===== config.mk =====
export PLATFORM = sky130hd
export DESIGN_NAME = fir_decim_fifo
export DESIGN_NICKNAME = d
export VERILOG_FILES = /design/src/rtl/fir_decim_fifo.sv
export SDC_FILE = /design/constraint.sdc
export NUM_CORES = 1
export LEC_CHECK = 0
export BUFFER_PORTS_ARGS = -buffer_cell sky130_fd_sc_hd__buf_2
export CAP_MARGIN = 30
export CORE_MARGIN = 1.5
export CORE_UTILIZATION = 50
export DETAILED_ROUTE_END_ITERATION = 8
export GPL_ROUTABILITY_DRIVEN = 0
export PLACE_DENSITY = 0.77
export SKIP_LAST_GASP = 1
export SLEW_MARGIN = 25
export SYNTH_ARGS = -nofsm -noshare
export SYNTH_HDL_FRONTEND = slang
export SYNTH_SLANG_ARGS = --single-unit

===== constraint.sdc =====
create_clock -name clk -period 9.05 [get_ports clk]
set_input_delay 0.4525 -clock clk [delete_from_list [all_inputs] [get_ports clk]]
set_output_delay 0.4525 -clock clk [all_outputs]
set_load 0.01 [all_outputs]

===== src/rtl/fir_decim_fifo.sv =====
// Decimating output stage for the 8-bit FIR low-pass: keeps every DECIM-th
// valid sample and buffers it in a DEPTH-entry FIFO behind a valid/ready port.
module fir_decim_fifo #(
  parameter int DATA_W = 8,
  parameter int DECIM  = 4,
  parameter int DEPTH  = 16
) (
  input  logic                      clk,
  input  logic                      rst,
  input  logic [DATA_W-1:0]         in_data,
  input  logic                      in_valid,
  output logic [DATA_W-1:0]         out_data,
  output logic                      out_valid,
  input  logic                      out_ready,
  output logic [$clog2(DEPTH):0]    fill,
  output logic                      overflow,
  input  logic                      ovf_clr
);

  localparam int AW = $clog2(DEPTH);
  localparam int PW = (DECIM > 1) ? $clog2(DECIM) : 1;

  logic [DATA_W-1:0] mem_q [DEPTH];
  logic [AW-1:0]     wr_ptr_q, wr_ptr_d;
  logic [AW-1:0]     rd_ptr_q, rd_ptr_d;
  logic [PW-1:0]     phase_q, phase_d;
  logic [AW:0]       fill_q, fill_d;
  logic              ovf_q, ovf_d;
  logic              keep, push, pop, full;

  always_comb begin
    full  = (fill_q == (AW+1)'(DEPTH));
    keep  = in_valid && (phase_q == '0);
    pop   = (fill_q != '0) && out_ready;
    // A pop in the same cycle frees the slot, so a full FIFO still accepts.
    push  = keep && (!full || pop);

    phase_d = phase_q;
    if (in_valid)
      phase_d = (phase_q == PW'(DECIM - 1)) ? '0 : phase_q + 1'b1;

    wr_ptr_d = push ? wr_ptr_q + 1'b1 : wr_ptr_q;
    rd_ptr_d = pop  ? rd_ptr_q + 1'b1 : rd_ptr_q;

    fill_d = fill_q;
    if (push && !pop)
      fill_d = fill_q + 1'b1;
    else if (pop && !push)
      fill_d = fill_q - 1'b1;

    // A drop outranks a clear request in the same cycle.
    ovf_d = ovf_q;
    if (keep && !push)
      ovf_d = 1'b1;
    else if (ovf_clr)
      ovf_d = 1'b0;
  end

  always_ff @(posedge clk) begin
    if (rst) begin
      phase_q  <= '0;
      wr_ptr_q <= '0;
      rd_ptr_q <= '0;
      fill_q   <= '0;
      ovf_q    <= 1'b0;
    end else begin
      phase_q  <= phase_d;
      wr_ptr_q <= wr_ptr_d;
      rd_ptr_q <= rd_ptr_d;
      fill_q   <= fill_d;
      ovf_q    <= ovf_d;
    end
  end

  always_ff @(posedge clk) begin
    if (!rst && push)
      mem_q[wr_ptr_q] <= in_data;
  end

  assign out_valid = (fill_q != '0);
  assign out_data  = out_valid ? mem_q[rd_ptr_q] : '0;
  assign fill      = fill_q;
  assign overflow  = ovf_q;

endmodule

==> results of run 1 <==
## power groups by stage
stage / clock network [mW] / logic, mW / registers, mW
2_1_floorplan: 0 / 0.310 / 0.804
3_3_place_gp: 0 / 0.397 / 0.820
3_5_place_dp: 0 / 0.426 / 0.814
4_1_cts: 0.723 / 0.431 / 0.799
5_1_grt: 0.750 / 0.467 / 0.804
6_report: 0.713 / 0.425 / 0.799
## worst max-delay path, delay by kind of cell (launching register included)
kind            cells  cell delay (ns)
flops               1             0.35
buf+inv             1             0.15
compound gates      4             0.89
fa+ha+maj           2             0.61
simple gates        1             0.68
mux                 1             0.35
## logic make-up after synthesis
| group | after synthesis | synth area share [%] |
|---|---|---|
| AO/OA/AOI/OAI | 30 | 3.49 |
| adder cells (fa/ha/maj) | 13 | 2.83 |
| buffers and inverters | 28 | 2.24 |
| AND/OR/NAND/NOR | 62 | 5.63 |
| multiplexers | 45 | 14.2 |
| XOR/XNOR | 8 | 1.16 |
| flip-flops | 148 | 70.5 |
## flip-flops by register name, indices dropped and copies added (netlist names), named ones only
| signal | count |
|---|---|
| mem_q | 128 |
| fill | 5 |
| rd_ptr_q | 4 |
| wr_ptr_q | 4 |
| phase_q | 2 |
| overflow | 1 |
## synth_stat cells
cell / instances
xor2_1: 6
nand3b_1: 2
clkbuf_1: 4
buf_4: 1
nor2_1: 21
dfxtp_1: 20
xnor2_1: 2
nor3_1: 2
mux2i_1: 11
a21oi_1: 6
nand2b_1: 1
buf_1: 3
mux4_2: 32
nor2b_1: 14
edfxtp_1: 128
o31ai_1: 1
nand4_2: 1
and2_1: 3
o211ai_1: 3
ha_1: 12
and3_1: 15
mux2_1: 1
inv_1: 9
o21ai_2: 1
a211oi_1: 17
mux2_2: 1
nand2_1: 1
buf_2: 9
o21a_1: 1
fa_1: 1
a31oi_1: 1
nand3_1: 1
buf_6: 2
or4_1: 1
## worst max-delay path by stage
stage                  from  endpoint  slack, ns  cells past startpoint
floorplan           fill[0]   fill[4]       6.12                     12
global placement    fill[0]   fill[4]       6.03                      9
detailed placement  fill[0]   fill[4]       5.90                      9
CTS                 fill[0]   fill[4]       5.89                      9
global route        fill[0]   fill[4]       5.70                      9
finish              fill[0]   fill[4]       5.89                      9
## per-layer routing
layer	up-vias	share of wire (%)	global-route usage [%]
li1	1381	-	-
met1	1594	41	23.7
met2	81	54	31.7
met3	6	4.9	6.05
met4	0	0.59	5.32
met5	-	0	0
## area by class of cell
cell class              count  area (µm²)  area share (%)
repair buffers             30         178            2.58
flip-flops and latches    148        4250            61.7
multi-input cells         158        1640            23.9
inverters                   9        33.8           0.491
clock buffers              18         429            6.24
well taps                 143         179            2.60
clock inverters            14         175            2.54
## per-stage QoR
step / setup slack [ns] / power [mW] / std cells
finish: 5.89 / 1.94 / 520
global route: 5.70 / 2.02 / 520
CTS: 5.89 / 1.95 / 520
detailed placement: 5.90 / 1.24 / 488
global placement: 6.03 / 1.22 / 487
floorplan: 6.12 / 1.11 / 334
## cell usage in the layout, fill, tap and decap left out, drive strengths merged, types with 5 or more instances in the layout
cell / synthesis / layout
edfxtp: 128 / 128
mux4: 32 / 32
buf: 15 / 30
nor2: 21 / 21
dfxtp: 20 / 20
clkbuf: 4 / 18
a211oi: 17 / 17
and3: 15 / 15
nor2b: 14 / 14
ha: 12 / 12
inv: 9 / 12
mux2i: 11 / 11
xor2: 6 / 6
a21oi: 6 / 6
clkinv: 0 / 5
==> metrics.md, run 1 <==
| Metric | Value |
|---|---|
| Vias in the first global route | 3,237 |
| Core box area | 11,600 µm² |
| Final hold vios | 0 |
| Final TNS setup | 0 ns |
| Hold_buf cts | 0 |
| Detailed-placement wirelength estimate | 6740 µm |
| Drt first-iter violations | 209 |
| Routed Antenna Nets | 0 |
| Worst hold start | in_valid |
| Leakage | 2.33 nW |
| Outcome | complete, no violations |
| Synthesized netlist cell count | 334 |
| #FFs+latches synth | 148 |
| Clk pwr share | 36.8% |
| Worst Path Max Fanout | 18 |
| Syn. warnings | 0 |
| Post-Route Skew | 0.0104 ns |
| Synth cell types | 34 |
| Max transition margin | 40.0% |
| Reg2Reg Setup Slack | 5.89 ns |
| Critical R2R Launch | fill[0] |
| Maximum vdd ir drop | 218 µV |
| Critical path's largest stage delay | 0.68 ns |
| Min cycle time layout | 3.16 ns |
| Fin crit share | 34.9% |
| Final net count | 390 |
| Area share of the largest cell type after synthesis | 63.8% |
| Final core occ | 59.5% |
| PD cells | 282 nW/µm² |
| Critical-path cell list | or4_1 > o21a_1 > ha_1 > inv_1 > ha_1 > a21oi_1 > a211oi_1 > a31oi_1 > mux2_2 |
| Ports | 28 |
| Antenna violations before repair | 0 |
| Synth area leader | edfxtp_1 |
| Sw Pwr | 542 µW |
| CTS tree | built |
| Max-slew violations | 0 |
| WL final | 10,900 µm |
| Max capacitance violation total | 0 |
| Via count | 3,062 |
| Post-route cell area | 6880 µm² |
| Full die area | 12,700 µm² |
| Rows | 39 |
| Tightest Hold Check Type | in2reg |
| Gates resized, CTS repair | 0 |
| Power share of the combinational group | 22.0% |
| Achievable frequency | 0.317 GHz |
| Critical Path End Type | flop |
| Critical Path AT | 3.45 ns |
| Least-Margin Pin Slew | 0.897 ns |
| IO Port Bufs | 27 |
| CP Launch Type | flop |
| Slowest-stage cell, CP | or4_1 |
| Reg2reg path depth | 9 |
| Tot GR Track Use | 18.8% |
| DR pass1 iterations | 4 |
| Clock Latency Late Sink | 0.42 ns |
| CTS Buf Count | 17 |
| Initial Utilization | 52.1% |
| Crit path kind | reg2reg |
| Synth area leaders | edfxtp_1, mux4_2, dfxtp_1 |
| DRC | 0 |
| Worst r2r dst | fill[4] |
| First-pass GRT wire length | 17,500 µm |
| Sequential Power Share | 41.3% |
| RSZ-0062 raised after global routing | false |
| Clock sink count | 148 |
| Synthesized area per cell | 18.0 µm² |
| Switching part of the total | 28.0% |
| Post-CTS Setup Bufs | 0 |
| Hold path depth | 3 |
| CTS H-Tree Depth | 4 |
| Die Ht | 113 µm |
| Hold Slack | 0.341 ns |
| Reg clk slew, reported paths | 0.06 ns |
| Vias per cell | 5.89 |
| Clock root buffer | clkbuf_16 |
| Syn nets | 360 |
| Die width | 113 µm |
| Most frequent CP cell | ha_1 |
| Antenna diodes | 0 |
| WP data required | 9.35 ns |
| Internal | 1.40 mW |
| Post-synthesis sequential area ratio | 70.5% |
| Worst Hold End | phase_q[1] |
| Final setup fails | 0 |
| Clock tree buffer depth | 2 |
| Post-Syn Area | 6020 µm² |
| Cell area after placement | 6280 µm² |
| Area Overhead vs Synth | 14.3% |
| Pin count of the biggest net entering global routing | 33 |
| Layout cell share with drive strength beyond 1 | 25.7% |
| WL/cell | 21.0 µm |
| Fillcell total | 824 |
| Grt ovf | 0 |
(Power assumes the default switching activity.)
==> run 2, diff against run 1 <==
- PLACE_DENSITY: 0.77 -> 0.8
- clock period: 9.05 -> 2.7 ns (I/O delays scaled with it)
==> run 2 against run 1 <==
Power grew to 3.4 times the previous value. Combinational power grew to 3.6 times the previous value. Flip-flop and latch count unchanged. Sequential power grew to 3.4 times the previous value. Register-to-register slack got worse by 5.8 ns. Sequential share of layout area down 0.78 points. Critical path depth is the same. Via count down 0.65%. Critical path type unchanged. Clock skew decreased by 0.0026 ns. Largest cell class unchanged.
==> metrics.md, run 2 (synthesis results as in run 1) <==
| Metric | Value |
|---|---|
| Area Overhead vs Synth | 15.9% |
| Maximum vdd ir drop | 668 µV (+210%) |
| Worst r2r dst | fill[4] |
| PD cells | 955 nW/µm² (+240%) |
| WL final | 10,900 µm (-0.59%) |
| Full die area | 12,700 µm² (unchanged) |
| Max capacitance violation total | 0 (unchanged) |
| Critical Path AT | 2.89 ns (-0.56 ns) |
| Achievable frequency | 0.387 GHz (+22%) |
| Die width | 113 µm (unchanged) |
| Power, Total | 6.66 mW (+240%) |
| RSZ-0062 raised after global routing | false |
| Hold Slack | 0.0198 ns (-0.321 ns) |
| Reg clk slew, reported paths | 0.06 ns (about the same) |
| Outcome | complete, no violations |
| Final worst setup slack | 0.118 ns (-5.77 ns) |
| Clock root buffer | clkbuf_16 |
| DR pass1 iterations | 4 (unchanged) |
| Core box area | 11,600 µm² (unchanged) |
| Footprint of the multi-input gates | 1660 µm² (+1.3%) |
| CTS Buf Count | 17 (unchanged) |
| Hold path depth | 3 (unchanged) |
| CTS tree | built |
| Max transition margin | 47.8% (+7.7 points) |
| Layout cell share with drive strength beyond 1 | 28.2% (+2.5 points) |
| Final net count | 399 (+2.3%) |
| Detailed-placement wirelength estimate | 6750 µm (+0.15%) |
| Min cycle time layout | 2.58 ns (-0.576 ns) |
| Clock tree buffer depth | 2 (unchanged) |
| Drt first-iter violations | 199 (-4.8%) |
| Dpl ws | 0.126 ns (-5.78 ns) |
| Reg2reg path depth | 9 (unchanged) |
| Via count | 3,042 (-0.65%) |
| DRC | 0 (unchanged) |
| Max reg flops | 128 (unchanged) |
| Die Ht | 113 µm (unchanged) |
| Critical R2R Launch | fill[0] |
| Ports | 28 (unchanged) |
| Vias per cell | 5.75 (-2.3%) |
| Initial Utilization | 52.1% (unchanged) |
| Worst Path Max Fanout | 5 (-13) |
| WL/cell | 20.5 µm (-2.3%) |
| Pin count of the biggest net entering global routing | 22 (-33%) |
| Top reg by flops | mem_q |
| Worst hold start | in_valid |
| Antenna violations before repair | 0 (unchanged) |
| Tightest Hold Check Type | in2reg |
| Reg2Reg Setup Slack | 0.12 ns (-5.77 ns) |
| Crit path kind | reg2reg |
| Most common cell after layout, fill and taps aside | edfxtp_1 |
| Grt ovf | 0 (unchanged) |
| Post-Route Skew | 0.00785 ns (-0.00256 ns) |
| Vias in the first global route | 3,213 (-0.74%) |
| Clock sink count | 148 (unchanged) |
| Max-slew violations | 0 (unchanged) |
| Final hold vios | 0 (unchanged) |
| Routed Antenna Nets | 0 (unchanged) |
| CP Launch Type | flop |
| Cell area after placement | 6350 µm² (+1.1%) |
| Final TNS setup | 0 ns (unchanged) |
| Fillcell total | 809 (-1.8%) |
| Rows | 39 (unchanged) |
| Post-route cell area | 6980 µm² (+1.4%) |
| Clock Latency Late Sink | 0.42 ns (about the same) |
| Critical Path End Type | flop |
| Cells after DPL | 495 (+1.4%) |
| Worst Hold End | phase_q[1] |
| Leakage | 2.39 nW (+2.2%) |
| Final setup fails | 0 (unchanged) |
| Final non-filler cell total | 529 (+1.7%) |
| Final core occ | 60.3% (+0.81 points) |
| IO Port Bufs | 27 (unchanged) |
| FF+latch area | 4250 µm² (about the same) |
| Fin crit share | 95.6% (+61 points) |
| Most frequent cells in the layout | edfxtp_1, mux4_2, buf_2 |
| Least-Margin Pin Slew | 0.782 ns (-0.116 ns) |
| Hold_buf cts | 0 (unchanged) |
| Tot GR Track Use | 18.6% (-0.22 points) |
| WP data required | 3.01 ns (-6.34 ns) |
| First-pass GRT wire length | 17,000 µm (-2.8%) |
| CTS H-Tree Depth | 4 (unchanged) |
| Antenna diodes | 0 (unchanged) |
[run 2: changes by cell type in the layout (fill, tap and decap cells not counted), sizes merged]
cell | before | now
buf | 30 | 39
bufinv | 3 | 4
clkbuf | 18 | 19
clkinv | 5 | 6
clkinvlp | 3 | 1
inv | 12 | 11
[run 2: report_power, final]
group          switching [mW]  total, mW  leakage (nW)  internal [mW]
Clock                   0.885       2.43         0.297           1.54
Sequential              0.105       2.68          1.32           2.57
Combinational           0.810       1.55         0.772          0.743
Total                    1.80       6.66          2.39           4.86
[run 2: per-layer routing]
metal  global-route usage, %  up-vias  part of all wire, %
li1                        -     1402                    -
met4                    8.10        0                  1.4
met2                    30.1       78                   50
met5                       0        -                    0
met3                    5.46       10                  5.0
met1                    23.6     1552                   44
[run 2: critical path, stage by stage (launching register included)]
cell	delay, ns
dfxtp_2	0.34
or4_1	0.59
o21ai_2	0.23
ha_2	0.24
inv_2	0.08
ha_1	0.29
nand3b_1	0.11
a211oi_1	0.07
a31oi_1	0.17
mux2_2	0.35
[run 2: what timing repair did]
item / CTS / global route
setup endpoints to repair: 0 / 2
gates resized for setup: 0 / 1
buffers inserted: 0 / 2
endpoints found under the hold margin: 0 / 0
[run 2: final cells by class]
type / count / area share (%)
Inverter: 9 / 0.484
Multi-Input combinational cell: 158 / 23.9
Sequential cell: 148 / 60.9
Timing Repair Buffer: 39 / 3.41
Clock inverter: 13 / 2.58
Tap cell: 143 / 2.56
Clock buffer: 19 / 6.21
[run 2: how the worst max path moves through the flow]
stage	endpoint	slack (ns)	start	depth (start not counted)
floorplan	fill[4]	-0.07	fill[1]	11
global placement	fill[4]	0.17	fill[0]	9
detailed placement	fill[4]	0.13	fill[0]	9
CTS	out_data[7]	0.08	flop	5
global route	fill[4]	0.001	fill[0]	8
finish	fill[4]	0.12	fill[0]	9
==> run 3, diff against run 2 <==
- CAP_MARGIN: 30 -> 5
- PLACE_DENSITY: 0.8 -> 0.77
- clock period: 2.7 -> 3.1 ns (I/O delays scaled with it)
==> run 3 against run 2 <==
Die area unchanged. Flip-flop and latch count unchanged. Via count about the same. Power down 15%. Clock power down 13%. Register-to-register slack better by 0.07 ns. First-iteration DRC count up 22%. Largest cell class unchanged.
==> metrics.md, run 3 (synthesis results as in run 1) <==
| Metric | Value |
|---|---|
| Outcome | complete, no violations |
| Post-Route Skew | 0.00763 ns (-0.000215 ns) |
| Rows | 39 (unchanged) |
| Die width | 113 µm (unchanged) |
| Max-slew violations | 0 (unchanged) |
| Via count | 3,044 (+0.066%) |
| Hold_buf cts | 0 (unchanged) |
| Drt first-iter violations | 242 (+22%) |
| WL met2 | 5760 µm (+7.0%) |
| Reg2Reg Setup Slack | 0.19 ns (+0.07 ns) |
| Hold Slack | 0.0390 ns (+0.0192 ns) |
| IO Port Bufs | 27 (unchanged) |
| Clock Latency Late Sink | 0.42 ns (about the same) |
| Slowest-stage cell, CP | or4_1 |
| Critical Path End Type | flop |
| Leakage | 2.35 nW (-1.6%) |
| Final core occ | 59.6% (-0.75 points) |
| Post-CTS Setup Bufs | 0 (unchanged) |
| Final TNS setup | 0 ns (unchanged) |
| Top reg by flops | mem_q |
| Full die area | 12,700 µm² (unchanged) |
| Maximum vdd ir drop | 628 µV (-6.0%) |
| Top sig layer | met4 |
| Clock tree buffer depth | 2 (unchanged) |
| DRC | 0 (unchanged) |
| Ports | 28 (unchanged) |
| WP data required | 3.41 ns (+0.40 ns) |
| DR pass1 iterations | 4 (unchanged) |
| Fin crit share | 93.8% (-1.9 points) |
| WP buf/inv | 1 (unchanged) |
| CP Launch Type | flop |
| Gates resized, CTS repair | 0 (unchanged) |
| Met3 Wirelength | 391 µm (-28%) |
| Max capacitance violation total | 0 (unchanged) |
| Worst r2r dst | fill[4] |
| Top Family by Delay on Critical Path | compound AO/OA/AOI/OAI gates |
| Setup crit start | fill[0] |
| Most frequent CP cell | ha_1 |
| Min cycle time layout | 2.91 ns (+0.325 ns) |
| Reg clk slew, reported paths | 0.06 ns (about the same) |
| Worst Setup EP | fill[4] |
| Fillcell total | 827 (+2.2%) |
| Tot GR Track Use | 18.8% (+0.26 points) |
| PD cells | 822 nW/µm² (-14%) |
| Footprint of the multi-input gates | 1640 µm² (-1.3%) |
| Critical-path cell list | or4_1 > o21ai_2 > ha_1 > inv_1 > ha_1 > a21oi_1 > a211oi_1 > a31oi_1 > mux2_2 |
| Antenna violations before repair | 0 (unchanged) |
| Critical path's largest stage delay | 0.67 ns (+0.08 ns) |
| Grt ovf | 0 (unchanged) |
| Achievable frequency | 0.344 GHz (-11%) |
| Power, Total | 5.66 mW (-15%) |
| Critical R2R Launch | fill[0] |
| Critical Path Stages | 9 (unchanged) |
| Clock sink count | 148 (unchanged) |
| CTS H-Tree Depth | 4 (unchanged) |
| Antenna diodes | 0 (unchanged) |
| Initial Utilization | 52.1% (unchanged) |
| CTS Buf Count | 17 (unchanged) |
| Most common cell after layout, fill and taps aside | edfxtp_1 |
| WL/cell | 21.0 µm (+2.3%) |
| Cells after DPL | 490 (-1.0%) |
| Most frequent cells in the layout | edfxtp_1, mux4_2, buf_2 |
| Final non-filler cell total | 522 (-1.3%) |
| Pin count of the biggest net entering global routing | 33 (+50%) |
| Least-Margin Pin Slew | 0.851 ns (+0.0695 ns) |
| First-pass GRT wire length | 17,300 µm (+2.0%) |
| Max transition margin | 43.1% (-4.6 points) |
| Tightest Hold Check Type | in2reg |
| Final net count | 392 (-1.8%) |
| CTS tree | built |
| Area Overhead vs Synth | 14.4% |
| Final hold vios | 0 (unchanged) |
| Reg2reg path depth | 9 (unchanged) |
| Die Ht | 113 µm (unchanged) |
| Detailed-placement wirelength estimate | 6890 µm (+2.1%) |
| Max reg flops | 128 (unchanged) |
| Met1 Routed Length | 4670 µm (-2.3%) |
| Final setup fails | 0 (unchanged) |
| FF+latch area | 4250 µm² (about the same) |
| RSZ-0062 raised after global routing | false |
| Vias per cell | 5.83 (+1.4%) |
| WL final | 11,000 µm (+0.91%) |
| Clock root buffer | clkbuf_16 |
| Layout cell share with drive strength beyond 1 | 25.6% (-2.6 points) |
| Worst Path Max Fanout | 7 (+2) |
| Critical Path AT | 3.21 ns (+0.32 ns) |
| Vias in the first global route | 3,167 (-1.4%) |
| Routed Antenna Nets | 0 (unchanged) |
| Crit path kind | reg2reg |
| Core box area | 11,600 µm² (unchanged) |
run 3: cell count changes in the layout (fill, tap and decap cells not counted), sizes merged:
| cell | delta |
|---|---|
| clkinvlp | +1 |
| clkinv | +1 |
| inv | -2 |
| buf | -7 |
run 3: final cells by class:
cell class	instances	area share, %
well taps	143	2.60
flip-flops and latches	148	61.6
clock buffers	19	6.28
repair buffers	32	2.51
inverters	9	0.490
multi-input cells	158	23.8
clock inverters	13	2.67
run 3: worst reg2reg max path, stage by stage, from the launching register on:
cell and delay [ns]:
dfxtp_1 0.35, or4_1 0.67, o21ai_2 0.25, ha_1 0.24, inv_1 0.12, ha_1 0.34
a21oi_1 0.21, a211oi_1 0.10, a31oi_1 0.17, mux2_2 0.35
run 3: per-stage QoR:
| stage | setup WS, ns | cell area (µm²) |
|---|---|---|
| floorplan | 0.172 | 6020 |
| global placement | 0.267 | 6270 |
| detailed placement | 0.201 | 6270 |
| CTS | 0.193 | 6890 |
| global route | 0.0106 | 6890 |
| finish | 0.193 | 6890 |
run 3: how the worst min path moves through the flow:
| stage | start | endpoint | slack, ns | cells after the start |
|---|---|---|---|---|
| finish | in_valid | phase_q[1] | 0.04 | 3 |
| global route | ovf_clr | overflow | 0.06 | 4 |
| CTS | in_valid | phase_q[1] | 0.04 | 3 |
| detailed placement | in_valid | phase_q[1] | 0.48 | 3 |
| global placement | in_valid | phase_q[1] | 0.43 | 3 |
| floorplan | in_data[0] | mem_q[0][0] | 0.25 | 0 |
run 3: routing by layer:
metal  vias to the layer above  track usage (%)
li1                       1384                -
met1                      1584             23.6
met2                        63             31.6
met3                        13             5.52
met4                         0             6.75
met5                         -                0
run 3: where the power goes:
| part | switching [mW] | internal (mW) |
|---|---|---|
| Combinational | 0.660 | 0.551 |
| Sequential | 0.0996 | 2.24 |
| Clock | 0.770 | 1.34 |
| Total | 1.53 | 4.13 |
